==> src/rtl/div_sequencer.sv <==
// Iterative radix-2 restoring divider with its control FSM for UDIV/SDIV in Execute.
// Stalls the front of the pipeline while iterating; a flush aborts without disturbing held results.
module div_sequencer #(
  parameter int WIDTH     = 32,
  parameter int CNT_WIDTH = 5
) (
  input  logic             clk,
  input  logic             reset,
  input  logic             StartE,
  input  logic             SignedE,
  input  logic [WIDTH-1:0] DividendE,
  input  logic [WIDTH-1:0] DivisorE,
  input  logic             FlushE,
  output logic             StallDivE,
  output logic             DoneE,
  output logic [WIDTH-1:0] QuotientE,
  output logic [WIDTH-1:0] RemainderE,
  output logic             DivZeroE
);

  typedef enum logic [1:0] {IDLE, DIV, FIX, DONE} state_t;

  state_t               state, stateNext;
  logic [CNT_WIDTH-1:0] cnt;
  logic [WIDTH-1:0]     remReg, quoReg, divisorMag;
  logic                 negQuo, negRem;
  logic [WIDTH-1:0]     quoOut, remOut;
  logic                 divZeroOut;

  logic                 accept, divZeroIn, keep;
  logic [WIDTH:0]       shifted, trial;

  function automatic logic [WIDTH-1:0] magnitude(input logic signed [WIDTH-1:0] v,
                                                 input logic isSigned);
    return (isSigned && v[WIDTH-1]) ? (-v) : v;
  endfunction

  function automatic logic [WIDTH-1:0] applySign(input logic [WIDTH-1:0] v, input logic neg);
    return neg ? (-v) : v;
  endfunction

  assign accept    = StartE && !FlushE && ((state == IDLE) || (state == DONE));
  assign divZeroIn = (DivisorE == '0);

  // One restoring step: shift next dividend bit into the partial remainder, trial-subtract.
  assign shifted = {remReg, quoReg[WIDTH-1]};
  assign trial   = shifted - {1'b0, divisorMag};
  assign keep    = !trial[WIDTH];

  always_comb begin
    stateNext = state;
    case (state)
      IDLE, DONE: begin
        if (accept) stateNext = divZeroIn ? DONE : DIV;
        else        stateNext = IDLE;
      end
      DIV: begin
        if (FlushE)           stateNext = IDLE;
        else if (cnt == '0)   stateNext = FIX;
      end
      FIX: stateNext = FlushE ? IDLE : DONE;
      default: stateNext = IDLE;
    endcase
  end

  // The accepting cycle stalls even for a zero divisor so Execute waits for the DONE result.
  assign StallDivE  = accept || (state == DIV) || (state == FIX);
  assign DoneE      = (state == DONE);
  assign QuotientE  = quoOut;
  assign RemainderE = remOut;
  assign DivZeroE   = divZeroOut;

  always_ff @(posedge clk) begin
    if (reset) begin
      state      <= IDLE;
      cnt        <= '0;
      remReg     <= '0;
      quoReg     <= '0;
      divisorMag <= '0;
      negQuo     <= 1'b0;
      negRem     <= 1'b0;
      quoOut     <= '0;
      remOut     <= '0;
      divZeroOut <= 1'b0;
    end else begin
      state <= stateNext;
      if (accept) begin
        negQuo     <= SignedE && (DividendE[WIDTH-1] ^ DivisorE[WIDTH-1]);
        negRem     <= SignedE && DividendE[WIDTH-1];
        divisorMag <= magnitude(DivisorE, SignedE);
        quoReg     <= magnitude(DividendE, SignedE);
        remReg     <= '0;
        cnt        <= CNT_WIDTH'(WIDTH - 1);
        if (divZeroIn) begin
          quoOut     <= '0;
          remOut     <= DividendE;
          divZeroOut <= 1'b1;
        end
      end else if ((state == DIV) && !FlushE) begin
        remReg <= keep ? trial[WIDTH-1:0] : shifted[WIDTH-1:0];
        quoReg <= {quoReg[WIDTH-2:0], keep};
        if (cnt != '0) cnt <= cnt - CNT_WIDTH'(1);
      end else if ((state == FIX) && !FlushE) begin
        quoOut     <= applySign(quoReg, negQuo);
        remOut     <= applySign(remReg, negRem);
        divZeroOut <= 1'b0;
      end
    end
  end

endmodule

==> config.mk <==
export PLATFORM = sky130hd
export DESIGN_NAME = div_sequencer
export DESIGN_NICKNAME = d
export VERILOG_FILES = /design/src/rtl/div_sequencer.sv
export SDC_FILE = /design/constraint.sdc
export NUM_CORES = 1
export LEC_CHECK = 0
export BUFFER_PORTS_ARGS = -buffer_cell sky130_fd_sc_hd__buf_2
export CAP_MARGIN = 15
export CORE_ASPECT_RATIO = 0.6
export CORE_MARGIN = 4
export CORE_UTILIZATION = 54
export CTS_CLUSTER_SIZE = 8
export DETAILED_ROUTE_END_ITERATION = 8
export PLACE_DENSITY = 0.87
export SLEW_MARGIN = 20
export SYNTH_ARGS = -nofsm -noshare
export SYNTH_HDL_FRONTEND = slang
export SYNTH_SLANG_ARGS = --single-unit
==> constraint.sdc <==
create_clock -name clk -period 3 [get_ports clk]
set_clock_uncertainty 0.15 [all_clocks]
set_input_delay 0.45 -clock clk [delete_from_list [all_inputs] [get_ports clk]]
set_output_delay 0.45 -clock clk [all_outputs]
set_load 0.01 [all_outputs]
# Word-level counts from Yosys, hierarchy flattened
# Cells that the tools add are included.
# totals
register_bits,170
latchBits,0
ram_bits,0
romBits,0
wordCells,74
n_memories,0
# op_classes
add_sub_neg,6
multipliers,0
n_div,0
n_lt_le_gt_ge,0
eq_ne,6
shifts,0
mux,28
bitwise,1
n_reduce_logical,23
# ops
op,n
2-to-1 mux 32 bit,15
negator 32 bit,4
subtractor 33 x 32 -> 33 bit,1
zero test 32 bit,1
2-to-1 mux 5 bit,3
2-to-1 mux 2 bit,5
logical AND 1 bit,7
one-hot mux 2 bit (3 select lines),1
nonzero test 2 bit,3
zero test 5 bit,1
nonzero test 5 bit,1
subtractor 5 x 1 -> 5 bit (second input constant),1
== test 2 bit (second input constant),2
2-to-1 mux 1 bit,4
OR reduction 2 bit,2
logical OR 1 bit,3
!= test 3 bit (second input constant),1
AND reduction 3 bit,1
== test 2 x 1 -> 1 bit (second input constant),1
zero test 1 bit,2
zero test 2 bit,1
!= test 2 x 1 -> 1 bit (second input constant),1
!= test 2 bit (second input constant),1
AND reduction 2 bit,1
bitwise XOR 1 bit,1

# Logic depth before layout (Yosys ltp)
# logic_depth
depth_word,5
depth_mapped,14

# Least setup slack after synthesis
# OpenSTA, ideal clock, no wires.
# synth_path
kind,reg-to-reg
from,register quoReg[31]
to,register remReg[13]
setup_ps,132
t_arrival_ps,3009
t_required_ps,2718
path_slack_ps,-292
path_stages_with_launch,14
path_buffers,1
cell_sequence,dfxtp_1 -> inv_1 -> ha_1 -> fa_1 -> nor2b_1 -> o31ai_1 -> and3_1 -> o21ai_1 -> o211ai_1 -> o2bb2ai_2 -> xnor2_2 -> buf_6 -> mux2i_1 -> a21oi_1
# synth_via
elab_chain_len,2
# synth_lines
element,line_no,text
start: declaration,25,"logic [WIDTH-1:0] remReg, quoReg, divisorMag;"
start signal: assignment,91,"quoReg <= magnitude(DividendE, SignedE);"
start signal: assignment,101,"quoReg <= {quoReg[WIDTH-2:0], keep};"
subtractor 33 x 32 -> 33 bit,47,"assign trial = shifted - {1'b0, divisorMag};"
2-to-1 mux 32 bit,100,remReg <= keep ? trial[WIDTH-1:0] : shifted[WIDTH-1:0];
end signal: assignment,100,
end: declaration,25,
# Every way passes these cells.
# A chain may end at the register's enable or synchronous reset.

# Worst setup path in the final report
# layout_path
from,register quoReg[31]
to,register remReg[14]
# Same word-level chain as after synthesis.

==> flow_summary.yaml <==
route:
  drt_iter0_drc: 1609
  firstDrtPassIters: 6
  wl_um: 37920
  ant_nets: 0
  wire_per_inst_um: 20.09
  route.detailed.drc: 0
  num_vias: 12140
  viasPerCell: 6.431
grt:
  grt_overflow: 0
  grt_max_degree: 64
  grtUsageTotal: 0.3110
  grt_pass1_vias: 10900
  antenna_found_initial: 1
  grt_pass1_wl_um: 57540
timing:
  rsz0062_at_grt: "yes"
  setup_viol: 32
  setup_ws_ps: -171.6
  slew_headroom: 0.4093
  drv_slew: 0
  min_period_over_period: 1.057
  finalHoldViolations: 0
  tns_ps: -2311
  period_needed_ps: 3172
  worstMarginPinSlew_ps: 884.8
  max_freq_ghz: 0.3153
critical_path:
  crit_family: "compound AO/OA/AOI/OAI gates"
  cp_data_arrival_time_ps: 3350
  cp_max_fo: 5
  cpPeakStageDelay_ps: 360
  start_kind: "flop"
  cp.required_ps: 3180
  path_class: "flop to flop"
  path_cells: "inv_2 > ha_4 > fa_2 > nor2b_2 > o31ai_2 > and3_1 > o21ai_2 > o211ai_1 > buf_4 > o2bb2ai_4 > buf_12 > xnor2_4 > buf_6 > mux2i_2 > a21oi_1"
  cp_num_buf_inv: 4
  crit_slowest_cell: "fa_2"
  endpoint_kind: "flop"
synthesis:
  ys_types: 70
  yosysMostFrequentCell: "dfxtp_1"
  syn_nets: 1501
  synth_common_cells: "dfxtp_1 (170), nor2_1 (155), a21oi_1 (133), nand2_1 (113), xor2_1 (75)"
  syn_area_per_cell_um2: 7.860
  async_reset_ff_frac: 0
  yosysTopAreaCell: "dfxtp_1"
  synth_edf_count: 0
  yosys_warnings: 0
  ys_seq_elements: 170
  synth_top_area_frac: 0.3115
  syn_area_um2: 10930
  synthTopCellsByArea: "dfxtp_1 (31%), a21oi_1 (6.1%), xor2_1 (6.0%)"
  ys.flop_type: "dfxtp_1"
  ys_seq_area_frac: 0.3115
  syn_inst: 1390
placement:
  gp_congestion: 0.9663
  portBuffers: 135
  place_area_um2: 12700
  hpwlAfterDp_um: 26460
final_layout:
  fin_area_um2: 13930
  drive_above_1_share: 0.2481
  final_net_count: 1719
  area_growth_pct: 27.49
  utilization: 0.7172
clocking:
  cts_sinks: 170
  cts_root_buf: "clkbuf_16"
  cts_buffer_depth: 2
  path_clk_slew_ps: 70
  htreeDepth: 4
  clk_latency_ps: 440
  cts_tree: "yes"
  numCtsBuffers: 17
run:
  cap_violations: 0
power:
  finalPower_uw: 6797
  powerDensity_nw_per_um2: 488.0
  leakage_uw: 0.005624
  swShare: 0.3112
  pwr-share-seq: 0.356
  clkPwrFrac: 0.382
  vdd_drop_max_v: 0.0004853
  combPwrFrac: 0.262
  p_int_uw: 4682
  switching_power_uw: 2116
die:
  row_count: 39
  ioPinCount: 136
  die_area_um2: 22650
  initial_core_util: 0.5626
  coreArea_um2: 19420
  die-height_um: 118.2
  die_w_um: 191.6
run_status:
  violations: "setup timing"
  status: "finished with violations"
min_path:
  hold_class: "input pin to flop"
==> placed cells by master (no fill, tap or decap), types with 10 or more instances in the layout <==
master,n
a211oi_1,35
nand2b_1,10
and3_1,10
xor2_1,74
nor3_1,37
xnor2_1,70
or3_1,11
dfxtp_2,13
or4_1,13
nor2_1,152
a22oi_1,42
a31oi_1,10
o21ai_0,67
buf_2,134
inv_1,55
nand2_1,113
a21oi_1,126
o31ai_1,31
ha_1,36
clkbuf_16,17
mux2i_1,24
nand3_1,23
dfxtp_1,157
a221oi_1,21
buf_4,133
o41ai_1,12
==> power groups by stage <==
stage / logic, µW / registers (µW) / clock network [µW]
floorplan: 985 / 2440 / 0
global placement: 1470 / 2460 / 0
detailed placement: 1510 / 2460 / 0
CTS: 1570 / 2410 / 2580
global route: 1900 / 2430 / 2670
finish: 1780 / 2420 / 2600
==> sequential cells by signal, summed over array words and instances (netlist names) <==
| name | flops |
|---|---|
| divisorMag | 32 |
| remReg | 32 |
| negRem | 1 |
| RemainderE | 32 |
| QuotientE | 32 |
| quoReg | 32 |
| DivZeroE | 1 |
| negQuo | 1 |
| cnt | 5 |
| state | 2 |
==> stage by stage <==
step	instances	setup slack (ps)	hold slack [ps]
CTS	1874	5.263	173.7
detailed placement	1839	-169.4	296.1
global placement	1839	-98.44	287.2
floorplan	1390	12.34	292.5
global route	1887	-267.4	180.8
finish	1888	-171.6	173.9
==> cell families (layout without fill, tap and decap cells) <==
kind of cell | count (synthesis) | after routing | synth area share
AO/OA/AOI/OAI | 434 | 434 | 0.2603
XOR/XNOR | 146 | 147 | 0.1177
adder cells (fa/ha/maj) | 42 | 42 | 0.04879
buffers and inverters | 141 | 370 | 0.05073
flip-flops | 170 | 170 | 0.3115
multiplexers | 27 | 27 | 0.02485
other | 0 | 2 | 0
AND/OR/NAND/NOR | 430 | 430 | 0.1861
==> repair_timing <==
| action | 4_1_cts | 5_1_grt |
|---|---|---|
| gates cloned | 1 | 0 |
| hold buffers | 0 | 0 |
| resized for setup | 11 | 75 |
| pin swaps | 5 | 31 |
| setup buffers | 3 | 12 |
| hold endpoints to repair | 0 | 0 |
| endpoints found under the setup margin | 33 | 47 |
==> final cells by class <==
type | count | area [µm²]
clock inverter | 14 | 241.5
antenna | 2 | 5.005
sequential | 170 | 3420
multi-input combinational | 1080 | 7388
inverter | 56 | 210.2
clock buffer | 17 | 425.4
tap | 266 | 332.8
fill | 1402 | 5493
timing repair buffer | 283 | 1906
==> layer usage <==
metal / vias to the layer above / GRT usage / share of wire
li1: 5464 / - / -
met1: 5685 / 0.4780 / 0.44
met2: 886 / 0.4367 / 0.41
met3: 107 / 0.07661 / 0.13
met4: 0 / 0.06906 / 0.020
met5: - / 0 / 0
==> worst paths after layout <==
kind	slack, ps	end	start	depth (start not counted)
max	-170	remReg[14]	quoReg[31]	15
max reg2reg	-170	remReg[14]	quoReg[31]	15
min	170	RemainderE[10]	DividendE[10]	3
min reg2reg	310	RemainderE[27]	RemainderE[27]	2
==> tightest hold or removal path, stage by stage <==
cell and delay, ps:
buf_2 120, a221oi_1 80, nor2_1 70
Note: power is estimated with default switching activity, not from simulation.
